<file path="config.mk">
export PLATFORM = sky130hd
export DESIGN_NAME = bd_multi_ep_controller
export DESIGN_NICKNAME = d
export VERILOG_FILES = /design/src/rtl/bd_multi_ep_controller.sv
export SDC_FILE = /design/constraint.sdc
export NUM_CORES = 1
export LEC_CHECK = 0
export BUFFER_PORTS_ARGS = -buffer_cell sky130_fd_sc_hd__buf_2
export CORE_MARGIN = 4
export CORE_UTILIZATION = 39
export DETAILED_ROUTE_END_ITERATION = 12
export HOLD_SLACK_MARGIN = 0.12
export PLACE_DENSITY = 0.64
export SYNTH_ARGS = -nofsm -noshare
export SYNTH_HDL_FRONTEND = slang
export SYNTH_SLANG_ARGS = --single-unit
</file>
<file path="constraint.sdc">
create_clock -name clk -period 4.6 [get_ports clk]
set_input_delay 0.92 -clock clk [delete_from_list [all_inputs] [get_ports clk]]
set_output_delay 0.92 -clock clk [all_outputs]
set_load 0.05 [all_outputs]
</file>
<file path="src/rtl/bd_multi_ep_controller.sv">
// Multi-endpoint bulk transfer controller: one protocol FSM that serves
// NUM_EP bulk endpoints. It tracks a DATA0/DATA1 toggle per endpoint,
// NAKs when a buffer is not ready, and times out handshake/data waits.
// Each endpoint halts after MAX_RETRY consecutive failed IN transactions.
module bd_multi_ep_controller #(
  parameter int NUM_EP         = 4,
  parameter int TIMEOUT_CYCLES = 1000,
  parameter int MAX_RETRY      = 3,
  localparam int EP_W          = (NUM_EP > 1) ? $clog2(NUM_EP) : 1
) (
  input  logic              clk,
  input  logic              rst,
  input  logic              pckt_valid,
  input  logic [1:0]        pckt_rcvd,
  input  logic [3:0]        ep_num,
  input  logic              data_pid,
  input  logic              crc_ok,
  input  logic              hs_ack,
  input  logic              tx_complete,
  input  logic [NUM_EP-1:0] ep_tx_ready,
  input  logic [NUM_EP-1:0] ep_rx_ready,
  input  logic [NUM_EP-1:0] ep_clear,
  output logic              tx_en,
  output logic              send_data,
  output logic              tx_pid,
  output logic              send_ack,
  output logic              send_nack,
  output logic              send_stall,
  output logic              rx_en,
  output logic [EP_W-1:0]   ep_sel,
  output logic              data_commit,
  output logic              data_consume,
  output logic [NUM_EP-1:0] ep_halt,
  output logic              err_timeout,
  output logic              busy
);

  localparam int TMR_W = $clog2(TIMEOUT_CYCLES) + 1;

  localparam logic [1:0] PKT_HS   = 2'b00;
  localparam logic [1:0] PKT_IN   = 2'b01;
  localparam logic [1:0] PKT_OUT  = 2'b10;
  localparam logic [1:0] PKT_DATA = 2'b11;

  typedef enum logic [2:0] {
    S_IDLE,
    S_TX_DATA,
    S_WAIT_HS,
    S_WAIT_DATA,
    S_SEND_ACK,
    S_SEND_NAK,
    S_SEND_STALL
  } state_t;

  state_t            state;
  state_t            state_next;
  logic [EP_W-1:0]   ep_sel_next;
  logic [NUM_EP-1:0] toggle;
  logic [3:0]        retry [NUM_EP];
  logic [TMR_W-1:0]  timer;

  logic              tok_valid;
  logic [EP_W-1:0]   tok_idx;
  logic              tok_ok;
  logic              timeout;

  logic              ev_commit;
  logic              ev_hs_ok;
  logic              ev_hs_fail;
  logic              ev_timeout;

  // Token decode shared by IN and OUT: out-of-range or halted endpoints stall
  always_comb begin
    tok_valid = ({1'b0, ep_num} < 5'(NUM_EP));
    tok_idx   = ep_num[EP_W-1:0];
    tok_ok    = tok_valid && !ep_halt[tok_idx];
    timeout   = (timer == TMR_W'(TIMEOUT_CYCLES - 1)) && !pckt_valid;
  end

  // Next-state decision, per-transaction events and Moore outputs
  always_comb begin
    state_next  = state;
    ep_sel_next = ep_sel;
    ev_commit   = 1'b0;
    ev_hs_ok    = 1'b0;
    ev_hs_fail  = 1'b0;
    ev_timeout  = 1'b0;
    tx_en       = 1'b0;
    send_data   = 1'b0;
    tx_pid      = 1'b0;
    send_ack    = 1'b0;
    send_nack   = 1'b0;
    send_stall  = 1'b0;
    rx_en       = 1'b0;
    busy        = (state != S_IDLE);
    case (state)
      S_IDLE: begin
        if (pckt_valid && pckt_rcvd == PKT_IN) begin
          ep_sel_next = tok_idx;
          if (!tok_ok)                   state_next = S_SEND_STALL;
          else if (ep_tx_ready[tok_idx]) state_next = S_TX_DATA;
          else                           state_next = S_SEND_NAK;
        end else if (pckt_valid && pckt_rcvd == PKT_OUT) begin
          ep_sel_next = tok_idx;
          state_next  = tok_ok ? S_WAIT_DATA : S_SEND_STALL;
        end
      end
      S_TX_DATA: begin
        tx_en     = 1'b1;
        send_data = 1'b1;
        tx_pid    = toggle[ep_sel];
        if (tx_complete) state_next = S_WAIT_HS;
      end
      S_WAIT_HS: begin
        rx_en = 1'b1;
        if (pckt_valid) begin
          // Anything other than an ACK handshake counts as a failed attempt
          if (pckt_rcvd == PKT_HS && hs_ack) ev_hs_ok = 1'b1;
          else                                ev_hs_fail = 1'b1;
          state_next = S_IDLE;
        end else if (timeout) begin
          ev_hs_fail = 1'b1;
          ev_timeout = 1'b1;
          state_next = S_IDLE;
        end
      end
      S_WAIT_DATA: begin
        rx_en = 1'b1;
        if (pckt_valid) begin
          if (pckt_rcvd != PKT_DATA || !crc_ok) begin
            state_next = S_IDLE;
          end else if (!ep_rx_ready[ep_sel]) begin
            state_next = S_SEND_NAK;
          end else begin
            // A PID mismatch is a host retransmission: ACK it but keep the data out
            ev_commit  = (data_pid == toggle[ep_sel]);
            state_next = S_SEND_ACK;
          end
        end else if (timeout) begin
          ev_timeout = 1'b1;
          state_next = S_IDLE;
        end
      end
      S_SEND_ACK: begin
        tx_en    = 1'b1;
        send_ack = 1'b1;
        if (tx_complete) state_next = S_IDLE;
      end
      S_SEND_NAK: begin
        tx_en     = 1'b1;
        send_nack = 1'b1;
        if (tx_complete) state_next = S_IDLE;
      end
      S_SEND_STALL: begin
        tx_en      = 1'b1;
        send_stall = 1'b1;
        if (tx_complete) state_next = S_IDLE;
      end
      default: state_next = S_IDLE;
    endcase
  end

  // State, latched endpoint, wait timer and one-cycle transition strobes
  always_ff @(posedge clk or posedge rst) begin
    if (rst) begin
      state        <= S_IDLE;
      ep_sel       <= '0;
      timer        <= '0;
      data_commit  <= 1'b0;
      data_consume <= 1'b0;
      err_timeout  <= 1'b0;
    end else begin
      state        <= state_next;
      ep_sel       <= ep_sel_next;
      data_commit  <= ev_commit;
      data_consume <= ev_hs_ok;
      err_timeout  <= ev_timeout;
      if (state_next != state)
        timer <= '0;
      else if (state == S_WAIT_HS || state == S_WAIT_DATA)
        timer <= timer + 1'b1;
    end
  end

  // Per-endpoint toggle, retry and halt bookkeeping; a host clear overrides the FSM
  always_ff @(posedge clk or posedge rst) begin
    if (rst) begin
      toggle  <= '0;
      ep_halt <= '0;
      for (int i = 0; i < NUM_EP; i++) retry[i] <= '0;
    end else begin
      for (int i = 0; i < NUM_EP; i++) begin
        if (ep_clear[i]) begin
          toggle[i]  <= 1'b0;
          ep_halt[i] <= 1'b0;
          retry[i]   <= '0;
        end else if (ep_sel == EP_W'(i)) begin
          if (ev_commit || ev_hs_ok) toggle[i] <= ~toggle[i];
          if (ev_hs_ok) begin
            retry[i] <= '0;
          end else if (ev_hs_fail) begin
            if (retry[i] + 4'd1 == 4'(MAX_RETRY)) begin
              ep_halt[i] <= 1'b1;
              retry[i]   <= '0;
            end else begin
              retry[i] <= retry[i] + 4'd1;
            end
          end
        end
      end
    end
  end

endmodule

</file>
==> results of run 1 <==
-- worst max-delay path, cell delays in order (launching register included) --
cell and delay, ps:
dfrtp_1 600, mux4_2 590, and2_1 160, buf_2 200
-- cells in the mapped netlist, types with 2 or more instances --
library cell	number
dfrtp_1	43
nand2_1	29
a21oi_1	22
nor2_1	21
o21ai_0	15
nor4_1	14
xnor2_1	13
nand3_1	12
inv_1	11
or4_1	11
ha_1	9
nor2b_1	7
nor3_1	7
buf_2	6
clkbuf_1	6
xor2_1	6
a31oi_1	5
and3_1	5
or3_1	5
mux2i_1	4
or4b_1	4
mux4_2	3
nand2b_1	3
nand4_1	3
and2_1	2
and4_1	2
o31ai_1	2
-- cell families (layout without fill, tap and decap cells) --
group                    Yosys count  after routing  share of synthesized area
flip-flops                        43             43                     0.4074
adder cells (fa/ha/maj)            9              9                    0.04263
AO/OA/AOI/OAI                     54             54                     0.1227
multiplexers                       7              7                    0.04074
XOR/XNOR                          19             19                    0.06300
buffers and inverters             24             64                    0.03695
AND/OR/NAND/NOR                  133            133                     0.2866
-- power by group --
group	total [mW]	switching, mW	internal, mW
Sequential	0.469	0.0651	0.404
Combinational	0.394	0.279	0.115
Clock	0.236	0.130	0.107
Total	1.10	0.473	0.626
-- registers in the layout, summed over array words and instances (netlist names) --
name,cells
ep_halt,4
state,3
err_timeout,1
ep_sel,2
toggle,4
retry,16
data_consume,1
timer,11
data_commit,1
-- worst max-delay path by stage --
stage	startpoint	endpoint	slack [ps]	cells after the start
5_1_grt	ep_sel[0]$_DFFE_PP0P_	tx_pid	1740	3
3_3_place_gp	pckt_rcvd[1]	timer[4]$_DFFE_PP0P_	1710	6
2_1_floorplan	state[1]$_DFF_PP0_	tx_pid	1760	4
4_1_cts	ep_sel[0]$_DFFE_PP0P_	tx_pid	1820	3
3_5_place_dp	pckt_rcvd[1]	timer[0]$_DFFE_PP0P_	1660	6
6_report	ep_sel[0]$_DFFE_PP0P_	tx_pid	1850	3
-- cell type report --
| type | count | area share |
|---|---|---|
| Clock buffer | 7 | 0.02542 |
| Clock inverter | 1 | 0.001667 |
| Inverter | 12 | 0.01500 |
| Multi-Input combinational cell | 222 | 0.4917 |
| Sequential cell | 43 | 0.3583 |
| Tap cell | 77 | 0.03208 |
| Timing Repair Buffer | 44 | 0.07583 |
-- layer usage --
metal / global-route usage / routed length [um] / up-vias
met5: 0 / 0 / -
met4: 0.05485 / 106 / 0
met3: 0.03417 / 211 / 8
met2: 0.2589 / 3002 / 43
met1: 0.2168 / 3000 / 1116
li1: - / - / 1138
==> flow_summary.ini, run 1 <==
[clock_network]
cts_tree = done
postCtsHoldBufs = 0
postCtsResizedCells = 0
cts_made_buffers = 5
clockBufferDepth = 2
clock_latency_ps = 290
clock-sinks = 43
htreeDepth = 2
postCtsSetupBuffers = 0
clock-root-buffer = clkbuf_8
clk_pin_slew_ps = 80

[place]
dpl.cell_count = 398
routabilityCongestion = 0.8570
pre_cts_slack_ps = 1662
io_buffers = 41
dp_hpwl_um = 4619
place_area_sq_um = 2922

[route]
viasPerCell = 5.677
drc_errors = 0
wl_um = 6321
vias = 2305
first_pass_iters = 4
wl_per_cell_um = 15.57
drtAntennaViolNets = 0
drt_iter0_drc = 103

[worst_setup_path]
r2r_end = toggle[0]$_DFFE_PP0P_
cp_max_fo = 12
worstPathRequired_ps = 3680
timing.rr.start = state[1]$_DFF_PP0_
crit_path_start_kind = flip-flop
arrival_ps = 1830
reg2reg_slack_ps = 2110
worstSetupEndpointType = output pin
reg2regPathDepth = 6
path_class = reg -> out

[floorplan]
initial_core_util = 0.4090
io_pins = 42
dieHeight_um = 90.30
die_x_um = 90.30
core_area_sq_um = 6459
dieArea_sq_um = 8153
rows = 29

[global_routing]
grt_pass1_wl_um = 11010
grt_max_degree = 44
track_usage = 0.1615
grt_overflow = 0
grt_pass1_vias = 2296
antenna_found_initial = 0

[sta]
slew_violations = 0
worst_slew_pin_slew_ps = 955.8
whs_ps = 554.5
post-route-min-period_ps = 2752
period_share = 0.5982
rsz0062_at_grt = false
fin_ws_ps = 1848
fmax_ghz = 0.3634
finClkSkew_ps = 8.964
finalHoldViolCount = 0
setup_violations = 0
relSlewSlack = 0.3446
totalNegativeSetupSlack_ps = 0

[final_layout]
drive_above_1_share = 0.1733
regArea_sq_um = 1076
final_common_cell = dfrtp_1
fillers = 649
stdcell_count = 406
layout_common_cells = 43 x dfrtp_1, 41 x buf_2, 29 x nand2_1, 22 x a21oi_1, 21 x nor2_1
area_delta_synth_final_pct = 13.69
n_antenna_cell = 0
fin_util = 0.4649
finish.instance_area_sq_um = 3003
nNetsFinal = 362
multi_input_area_sq_um = 1476

[run_status]
outcome = complete, no violations

[worst_hold_path]
min_from = toggle[0]$_DFFE_PP0P_
min_to = toggle[0]$_DFFE_PP0P_
hp-class = reg -> reg
holdPathStages = 2

[pwr]
peakVddDrop_mv = 0.1682
p_leak_nw = 1.282
power.density_nw_per_um2 = 366.1
power_mw = 1.099

[synthesis]
syn_avg_cell_area_sq_um = 9.139
yosysTopAreaCell = dfrtp_1
yosysUniqueCellTypes = 46
postSynth.asyncResetShare = 1.000
synthFlopType = dfrtp_1
syn-instance-count = 289
synth_area_sq_um = 2641
synth_top_area_share = 0.4074
yosysWarningCount = 0
synthTopCellsByArea = dfrtp_1 41%, xnor2_1 4.3%, ha_1 4.3%, a21oi_1 4.2%, nand2_1 4.1%
syn_nets = 323
synth_seq_cells = 43
ys_seq_area_frac = 0.4074
synth_edf_count = 0

[run]
drv_cap = 0
Power figures use the tool's default switching activity.
==> inputs of run 2 (changes only) <==
Settings changed: ABC_AREA from default to 1, PLACE_DENSITY 0.64 to 0.66.
Clock period 4.6 ns to 2.5 ns, I/O delays scaled along.
==> run 2 against run 1 <==
Synthesized area grew 1.8%. Sequential power rose by 100%. Largest power group is now combinational logic. Critical path depth is 1 higher. Design area increased by 2.1%. Clock skew shrank 1.6 ps. Critical path type unchanged. Via count up 4.3%.
==> flow_summary.ini, run 2 <==
[sta]
post-route-min-period_ps = 2258
period_share = 0.9030
finClkSkew_ps = 7.342
rsz0062_at_grt = false
worst_slew_pin_slew_ps = 540.5
fmax_ghz = 0.4430
finalHoldViolCount = 0
slew_violations = 0
relSlewSlack = 0.6397
setup_violations = 0
fin_ws_ps = 242.4
totalNegativeSetupSlack_ps = 0

[final_layout]
fin_util = 0.4695
reg_top3 = retry (16), timer (11)
drive_above_1_share = 0.1830
fillers = 651
largest_reg_flops = 16
nNetsFinal = 432
final_common_cell = nand2_1
layout_common_cells = 72 x nand2_1, 50 x inv_1, 43 x dfrtp_1, 41 x buf_2, 39 x nand3_1
stdcell_count = 476
finish.instance_area_sq_um = 3067
area_delta_synth_final_pct = 14.11
n_antenna_cell = 0
regArea_sq_um = 1076
regMostFlops = retry
multi_input_area_sq_um = 1386

[run_status]
outcome = complete, no violations

[clock_network]
postCtsHoldBufs = 0
clockBufferDepth = 2
postCtsSetupBuffers = 0
cts_made_buffers = 5
clock_latency_ps = 310
clock-sinks = 43
clock-root-buffer = clkbuf_8
htreeDepth = 2
postCtsResizedCells = 0
clk_pin_slew_ps = 90
cts_tree = done

[global_routing]
grt_pass1_vias = 2352
grt_overflow = 0
grt_max_degree = 44
track_usage = 0.1587
grt_pass1_wl_um = 10830
antenna_found_initial = 0

[synthesis]
postSynth.asyncResetShare = 1.000
synth_seq_cells = 43
synthAdderAreaFrac = 0.04190
muxShareOfSynthArea = 0
syn-instance-count = 351
yosysTopAreaCell = dfrtp_1
synth_area_sq_um = 2688
synth-xor-area-share = 0.05214
ys_seq_area_frac = 0.4004
yosysWarningCount = 0
synth_top_area_share = 0.4004
synthFlopType = dfrtp_1
yosysUniqueCellTypes = 32
synth.top_cells.by_count = 72 x nand2_1, 51 x inv_1, 43 x dfrtp_1, 39 x nand3_1, 35 x nor2_1
synth_top_family_by_area = simple AND/OR/NAND/NOR gates
synth_edf_count = 0
syn_avg_cell_area_sq_um = 7.657
synthTopCellsByArea = dfrtp_1 40%, nand2_1 10%, nand3_1 7.3%, inv_1 7.1%, nor2_1 4.9%
synth.most_common_cell = nand2_1
syn_nets = 385
synth_compound_area_frac = 0.09777
synth_simple_gate_area_frac = 0.3240

[floorplan]
initial_core_util = 0.4115
dieHeight_um = 91.02
die_x_um = 91.02
core_area_sq_um = 6531
rows = 29
io_pins = 42
dieArea_sq_um = 8284

[worst_setup_path]
max_stage_delay_ps = 470
path_cells = inv_2, nand2_1, inv_1, buf_2
worstPathRequired_ps = 2000
crit_buf_inv = 3
cp_slowest_cell = dfrtp_1
cp_max_fo = 14
worstSetupEndpointType = output pin
crit_path_start_kind = flip-flop
path_class = reg -> out
arrival_ps = 1760
crit_family = buffers and inverters

[place]
io_buffers = 41
place_area_sq_um = 2982
pre_cts_slack_ps = 459.4
dpl.cell_count = 468
routabilityCongestion = 0.8199
dp_hpwl_um = 4742

[pwr]
peakVddDrop_mv = 0.4136
power.density_nw_per_um2 = 823.9
p_leak_nw = 1.611

[route]
first_pass_iters = 5
drt_iter0_drc = 95
drc_errors = 0
vias = 2404
viasPerCell = 5.050
wl_um = 6122
wl_per_cell_um = 12.86
drtAntennaViolNets = 0

[worst_hold_path]
hp-class = in -> async

[run]
drv_cap = 0
## run 2: path summary, 6_finish.rpt
path                       depth (start not counted)                      to                   from  slack, ps
max                                                4                   rx_en     state[2]$_DFF_PP0_        240
min                                                3    timer[3]$_DFFE_PP0P_                    rst        300
max reg2reg                                       10    retry[4]$_DFFE_PP0P_     state[2]$_DFF_PP0_        460
min reg2reg                                        2   toggle[1]$_DFFE_PP0P_  toggle[1]$_DFFE_PP0P_        520
max in group asynchronous                          3    retry[2]$_DFFE_PP0P_                    rst       1820
min in group clk                                   2  ep_halt[2]$_DFFE_PP0P_            ep_clear[2]        360
## run 2: metal layers
metal	share of wire	wire length, um	global-route usage	up-vias
met5	0	0	0	-
met2	0.47	2862	0.2600	39
met1	0.49	2985	0.2142	1120
met3	0.037	224	0.02645	5
li1	-	-	-	1240
met4	0.0082	50	0.05151	0
## run 2: final cells by class
class,count,share of cell area
Multi-Input combinational cell,250,0.4521
Sequential cell,43,0.3509
Timing Repair Buffer,42,0.06936
Inverter,56,0.06854
Tap cell,77,0.03142
Clock buffer,6,0.02366
Clock inverter,2,0.004080
## run 2: cells by family after synthesis
group	count (synthesis)
DFF	43
adders and majority gates	9
and+or+nand+nor	187
AOI/OAI and AO/OA	38
xor gates and xnor gates	16
buffers and inverters	58
## run 2: per-stage QoR
step           power [mW]  hold slack, ps
6_report            2.527           297.3
4_1_cts             2.552           328.4
3_3_place_gp        2.063           481.4
5_1_grt             2.730           370.7
2_1_floorplan       1.832           462.8
3_5_place_dp        2.088           506.9
## run 2: where the power goes
group	total [mW]	internal (mW)	switching [mW]
Combinational	1.12	0.317	0.804
Sequential	0.952	0.816	0.136
Clock	0.454	0.196	0.258
Total	2.53	1.33	1.20
## run 2: worst register-to-register path: cells and delay by family, from the launching register on
family	cells	cell delay (ps)
DFF	1	470
buffers and inverters	3	380
AOI/OAI and AO/OA	1	70
and+or+nand+nor	6	1010
